## src/rtl/addsub16_acc.sv

```systemverilog
// Registered, handshaked 16-bit add/subtract front end with an accumulator, a sticky overflow
// flag and a completed-result counter. S1 holds operands and S2 holds the result.
module addsub16_acc #(
  parameter int unsigned WIDTH = 16,
  parameter int unsigned CNT_W = 16
) (
  input  logic             clk,
  input  logic             rst_n,
  input  logic             in_valid,
  output logic             in_ready,
  input  logic [WIDTH-1:0] in_a,
  input  logic [WIDTH-1:0] in_b,
  input  logic             in_sub,
  input  logic             in_acc,
  input  logic             clr,
  output logic             out_valid,
  input  logic             out_ready,
  output logic [WIDTH-1:0] out_sum,
  output logic             out_cout,
  output logic             out_ovf,
  output logic             sticky_ovf,
  output logic [WIDTH-1:0] acc_q,
  output logic [CNT_W-1:0] res_cnt
);

  logic             s1_valid_q;
  logic [WIDTH-1:0] s1_a_q;
  logic [WIDTH-1:0] s1_b_q;
  logic             s1_sub_q;
  logic             s1_acc_q;
  logic             s2_valid_q;

  logic             s1_adv;
  logic             in_fire;
  logic             out_fire;
  logic [WIDTH-1:0] op_a;
  logic [WIDTH-1:0] op_b;
  logic [WIDTH:0]   full_sum;
  logic             ovf;

  assign s1_adv   = s1_valid_q && (!s2_valid_q || out_ready);
  // Held low during reset so every output reads 0 while rst_n is asserted.
  assign in_ready = rst_n && (!s1_valid_q || s1_adv);
  assign in_fire  = in_valid && in_ready;
  assign out_fire = s2_valid_q && out_ready;
  assign out_valid = s2_valid_q;

  always_comb begin
    op_a     = s1_acc_q ? acc_q : s1_a_q;
    op_b     = s1_sub_q ? ~s1_b_q : s1_b_q;
    full_sum = {1'b0, op_a} + {1'b0, op_b} + {{WIDTH{1'b0}}, s1_sub_q};
    ovf      = (op_a[WIDTH-1] == op_b[WIDTH-1]) && (full_sum[WIDTH-1] != op_a[WIDTH-1]);
  end

  // Operand stage
  always_ff @(posedge clk or negedge rst_n) begin
    if (!rst_n) begin
      s1_valid_q <= 1'b0;
      s1_a_q     <= '0;
      s1_b_q     <= '0;
      s1_sub_q   <= 1'b0;
      s1_acc_q   <= 1'b0;
    end else if (in_fire) begin
      s1_valid_q <= 1'b1;
      s1_a_q     <= in_a;
      s1_b_q     <= in_b;
      s1_sub_q   <= in_sub;
      s1_acc_q   <= in_acc;
    end else if (s1_adv) begin
      s1_valid_q <= 1'b0;
    end
  end

  // Result stage
  always_ff @(posedge clk or negedge rst_n) begin
    if (!rst_n) begin
      s2_valid_q <= 1'b0;
      out_sum    <= '0;
      out_cout   <= 1'b0;
      out_ovf    <= 1'b0;
    end else if (s1_adv) begin
      s2_valid_q <= 1'b1;
      out_sum    <= full_sum[WIDTH-1:0];
      out_cout   <= full_sum[WIDTH];
      out_ovf    <= ovf;
    end else if (out_ready) begin
      s2_valid_q <= 1'b0;
    end
  end

  // Accumulator, sticky flag and counter; clr wins over any same-cycle update.
  always_ff @(posedge clk or negedge rst_n) begin
    if (!rst_n) begin
      acc_q      <= '0;
      sticky_ovf <= 1'b0;
      res_cnt    <= '0;
    end else if (clr) begin
      acc_q      <= '0;
      sticky_ovf <= 1'b0;
      res_cnt    <= '0;
    end else begin
      if (s1_adv) begin
        acc_q <= full_sum[WIDTH-1:0];
        if (ovf) sticky_ovf <= 1'b1;
      end
      if (out_fire) res_cnt <= res_cnt + {{(CNT_W-1){1'b0}}, 1'b1};
    end
  end

endmodule

```

## config.mk

```make
export PLATFORM = sky130hd
export DESIGN_NAME = addsub16_acc
export DESIGN_NICKNAME = d
export VERILOG_FILES = /design/src/rtl/addsub16_acc.sv
export SDC_FILE = /design/constraint.sdc
export NUM_CORES = 1
export LEC_CHECK = 0
export BUFFER_PORTS_ARGS = -buffer_cell sky130_fd_sc_hd__buf_2
export CAP_MARGIN = 30
export CORE_MARGIN = 4
export CORE_UTILIZATION = 55
export CTS_CLUSTER_SIZE = 25
export DETAILED_ROUTE_END_ITERATION = 8
export GPL_ROUTABILITY_DRIVEN = 0
export PLACE_DENSITY = 0.9
export RECOVER_POWER = 25
export REMOVE_ABC_BUFFERS = 1
export SLEW_MARGIN = 40
export SYNTH_ARGS = -nofsm -noshare
export SYNTH_HDL_FRONTEND = slang
export SYNTH_SLANG_ARGS = --single-unit
```

## constraint.sdc

```tcl
create_clock -name clk -period 3.65 [get_ports clk]
set_input_delay 0.5475 -clock clk [delete_from_list [all_inputs] [get_ports clk]]
set_output_delay 0.5475 -clock clk [all_outputs]
set_load 0.005 [all_outputs]
```

* Word level (Yosys, flattened, before mapping)
Cells that the tools add are included.
** Storage, ports and cells
- Register bits :: 87
- Bits of input ports :: 39
- Word-level logic and storage cells :: 46
** Operators by class
- $add $sub $neg :: 3
- Eq/ne operators :: 2
- Mux-type cells :: 13
- Bitwise operators :: 1
- Reductions and logical operators :: 15
** Operators by type and width (count)
- two-way mux 16 bit :: 6
- adder 16 x 16 -> 17 bit :: 1
- adder 17 x 1 -> 17 bit :: 1
- adder 16 x 1 -> 16 bit, second input constant :: 1
- NOT 16 bit :: 1
- nonzero test 2 bit :: 5
- two-way mux 1 bit :: 7
- logical AND 1 bit :: 5
- logical NOT 1 bit :: 2
- logical OR 1 bit :: 2
- AND reduction 2 bit :: 1
- equality test 1 bit :: 1
- != test 1 bit :: 1

* Logic depth before layout (Yosys ltp)
- Word-level depth :: 9
- Gate-level depth with buffers :: 10
- Mapped depth without buffers :: 9

* Worst setup path before layout
No wires, ideal clock.
- Path kind :: register to register
- Start :: reg s1_acc_q
- End :: reg out_cout
- Library setup time :: 137 ps
- Arrival :: 2925 ps
- Data required time :: 3513 ps
- Path slack :: 588 ps
- Cell stages (with the launch flop) :: 11
- Path buffers :: 1
- Clock period less this slack :: 3062 ps
- Cells stage by stage :: dfrtp_1 > buf_6 > mux2_4 > mux2_2 > fa_1 > a211oi_1 > nor3_1 > o31ai_1 > o31ai_1 > a2111oi_0 > nor3_1
** Between the ends
- Cells in the longest elaborated chain, start to end :: 3
** RTL lines
- start, declared :: RTL line 30 : logic s1_acc_q;
- start signal, assigned :: RTL line 68 : s1_acc_q <= in_acc;
- two-way mux 16 bit :: RTL line 49 : op_a = s1_acc_q ? acc_q : s1_a_q;
- adder 16 x 16 -> 17 bit :: RTL line 51 : full_sum = {1'b0, op_a} + {1'b0, op_b} + {{WIDTH{1'b0}}, s1_sub_q};
- adder 17 x 1 -> 17 bit :: RTL line 51
- end signal, assigned :: RTL line 84 : out_cout <= full_sum[WIDTH];
- end, declared :: RTL line 19 : output logic out_cout,
Every way passes these cells.
A chain may end at the register's enable or synchronous reset.

* Final worst setup path
Same ends and word-level chain as after synthesis.

==> out/qor.yml <==
detailed_routing:
  ant_nets: 0
  via_per_inst: 5.76
  routed_wl_mm: 10.6
  drtPass1Iterations: 4
  drt_iter0_drc: 232
  routed-via-count: 3688
  wl_per_cell_microns: 16.5
  drc_errors: 0
critical_path:
  reg2reg_from: "s1_acc_q"
  worstPathArrival_ns: 3.56
  crit_end: "out_cout"
  setup.worst_path.start: "s1_acc_q"
  worstPathRequired_ns: 3.88
  cp_max_fo: 4
  cp-start-kind: "flop"
  ff2ff_path_depth: 9
  r2r-end: "out_cout"
  reg2reg_slack_ns: 0.31
  worstSetupEndpointType: "flop"
  critPathKind: "flop to flop"
final_layout:
  antenna_cells: 0
  fin_util_pct: 65.8
  final_common_cell: "buf_2"
  final_cell_mix: "buf_2 (90), dfrtp_1 (87), mux2_2 (49), nand2_1 (45), nor2_1 (41)"
  area_growth_pct: 16.7
  fin_nets: 586
  drive_gt1_share_pct: 32.0
synthesis:
  yosys.area_share.simple_pct: 13.9
  synth_xor_area_share_pct: 6.81
  synth_top_family_by_area: "simple AND/OR/NAND/NOR gates"
  netlist_top_cells_area: "dfrtp_1 (47%), mux2_2 (12%), xor2_1 (4.9%), ha_1 (4.3%), nand2_1 (3.6%)"
  synth_area_leader_cell: "dfrtp_1"
  avgSynthCellArea_sq_um: 10.5
  ys_ff_latch: 87
  syn_inst: 441
  synth-adder-area-share_pct: 4.75
  yosysUniqueCellTypes: 50
  synthMuxAreaShare_pct: 13.1
  yosysWarnings: 0
  synth-compound-area-share_pct: 11.9
  synth_area_sq_um: 4630
  synth_top_area_share_pct: 47.0
  ys_seq_area_share_pct: 47.0
run_status:
  status: "complete, but fails checks"
  violations: "max-capacitance violations, max-slew violations"
min_path:
  hold_path.class: "input port to flop"
floorplan:
  fp.dieH_microns: 99.8
  coreArea_sq_um: 8220
  start_util_pct: 56.4
  die_area_sq_um: 9960
  ios: 92
  die_w_microns: 99.8
  row_count: 33
global_routing:
  gr-usage-met3_pct: 4.86
  grt_max_degree: 88
  antenna_found_initial: 0
  met2_usage_pct: 35.6
  grt_remaining_overflow: 0
  grt_util_all_layers_pct: 22.0
  grt_pass1_wl_mm: 17.7
  top_usage_layer: "met2"
  grtUsageMet1_pct: 30.2
  grt_pass1_vias: 3689
timing:
  slew_headroom_pct: -40.6
  max_freq_mhz: 300
  clock_skew_ns: 0.0171
  fin_crit_ns: 3.34
  fin_ws_ns: 0.315
  tns_ns: 0
  min_period_over_period_pct: 91.4
  slew_violations: 88
  setup-violations-final: 0
  tightestPinTransition_ns: 2.11
  hold_viol: 0
  rsz0062_at_grt: "false"
clock_tree:
  numCtsBuffers: 9
  holdBufCountCts: 0
  cts_resized: 0
  clkSinkCount: 87
  htree_levels: 3
  cts_tree: "yes"
  post_cts_buffers: 0
  path_clk_slew_ns: 0.09
  clock-root-buffer: "clkbuf_8"
  max-clock-path-buffers: 2
  clk_latency_ns: 0.36
placed_design:
  port_buffers: 91
  place_ws_ns: 0.333
  place.detailed.hpwl_mm: 7.72
pwr:
  p_leak_nw: 2.61
  switchingPower_w: 0.00130
  swShare_pct: 37.0
  p_per_area_nw_per_um2: 650
  p_clk_share_pct: 21.3
  ir_drop_v: 0.000325
  power_frac_seq_pct: 37.4
  power.total_w: 0.00351
  intPower_w: 0.00221
  comb_power_share_pct: 41.2
job:
  cap_violations: 1
-- worst min path at each step --
stage                start           to  slack, ns  cells after the start
5_1_grt            in_a[2]    s1_a_q[2]       0.40                      2
3_5_place_dp   out_sum[11]  out_sum[11]       0.47                      2
2_1_floorplan        rst_n     acc_q[0]       0.25                      0
3_3_place_gp    out_sum[5]   out_sum[5]       0.46                      2
6_report           in_b[5]    s1_b_q[5]       0.42                      2
4_1_cts              rst_n   res_cnt[4]       0.38                      2
-- cells by family (layout without fill, tap and decap cells) --
logic type,Yosys count,count (layout)
compound gates,80,80
xor+xnor,36,36
fa+ha+maj,17,17
buf+inv,29,123
flops,87,87
mux,54,54
simple gates,138,138
-- Yosys cell counts (all sizes together) --
cell / instances
dfrtp: 87
mux2: 50
nand2: 45
nor2: 41
a21oi: 26
xor2: 26
ha: 16
o21ai: 15
clkbuf: 14
nand3: 10
xnor2: 10
inv: 9
nor3: 8
a31oi: 6
and2: 6
buf: 6
and3: 5
nand2b: 5
o31ai: 5
a211oi: 4
mux2i: 4
nand4: 4
o211ai: 4
or4: 4
a311oi: 3
nand3b: 3
o21a: 3
a2111oi: 2
a21o: 2
a221oi: 2
a31o: 2
o21bai: 2
or3: 2
a221o: 1
and3b: 1
and4: 1
fa: 1
nor3b: 1
nor4: 1
o2111a: 1
o311ai: 1
o41ai: 1
or2: 1
-- registers in the layout, summed over array words and instances (netlist names), 16 cells and up --
register  count
s1_a_q       16
res_cnt      16
s1_b_q       16
acc_q        16
out_sum      16
-- through the flow --
step | instance area, sq um | cells | hold slack [ns]
detailed placement | 5190 | 624 | 0.470
CTS | 5420 | 640 | 0.379
floorplan | 4550 | 421 | 0.252
global placement | 5190 | 624 | 0.459
finish | 5410 | 640 | 0.416
global route | 5410 | 640 | 0.403
-- metal layers --
| metal | routed length, microns | vias up |
|---|---|---|
| met4 | 123 | 0 |
| met1 | 4700 | 1814 |
| met3 | 609 | 16 |
| met5 | 0 | - |
| met2 | 5130 | 118 |
| li1 | - | 1740 |
-- power groups by stage --
| stage | Clock, W | Sequential [W] | Combinational (W) |
|---|---|---|---|
| 2_1_floorplan | 0 | 0.00132 | 0.000978 |
| 3_3_place_gp | 0 | 0.00132 | 0.00136 |
| 4_1_cts | 0.000757 | 0.00131 | 0.00144 |
| 5_1_grt | 0.000802 | 0.00134 | 0.00160 |
| 6_report | 0.000749 | 0.00131 | 0.00145 |
| 3_5_place_dp | 0 | 0.00133 | 0.00143 |
-- layout make-up --
type | instances | area [sq um]
tap | 105 | 131
clock buffer | 11 | 141
fill | 640 | 2810
sequential | 87 | 2180
multi-input combinational | 325 | 2340
clock inverter | 5 | 81.3
inverter | 9 | 33.8
timing repair buffer | 98 | 504
-- critical path: stages (launching register included) --
cell and delay [ns]:
dfrtp_1 0.41, mux2_4 0.34, mux2_2 0.29, fa_1 0.41, a211oi_1 0.43, nor3_1 0.12
o31ai_1 0.55, o31ai_1 0.14, a2111oi_0 0.42, nor3_1 0.11
(Power assumes the default switching activity.)
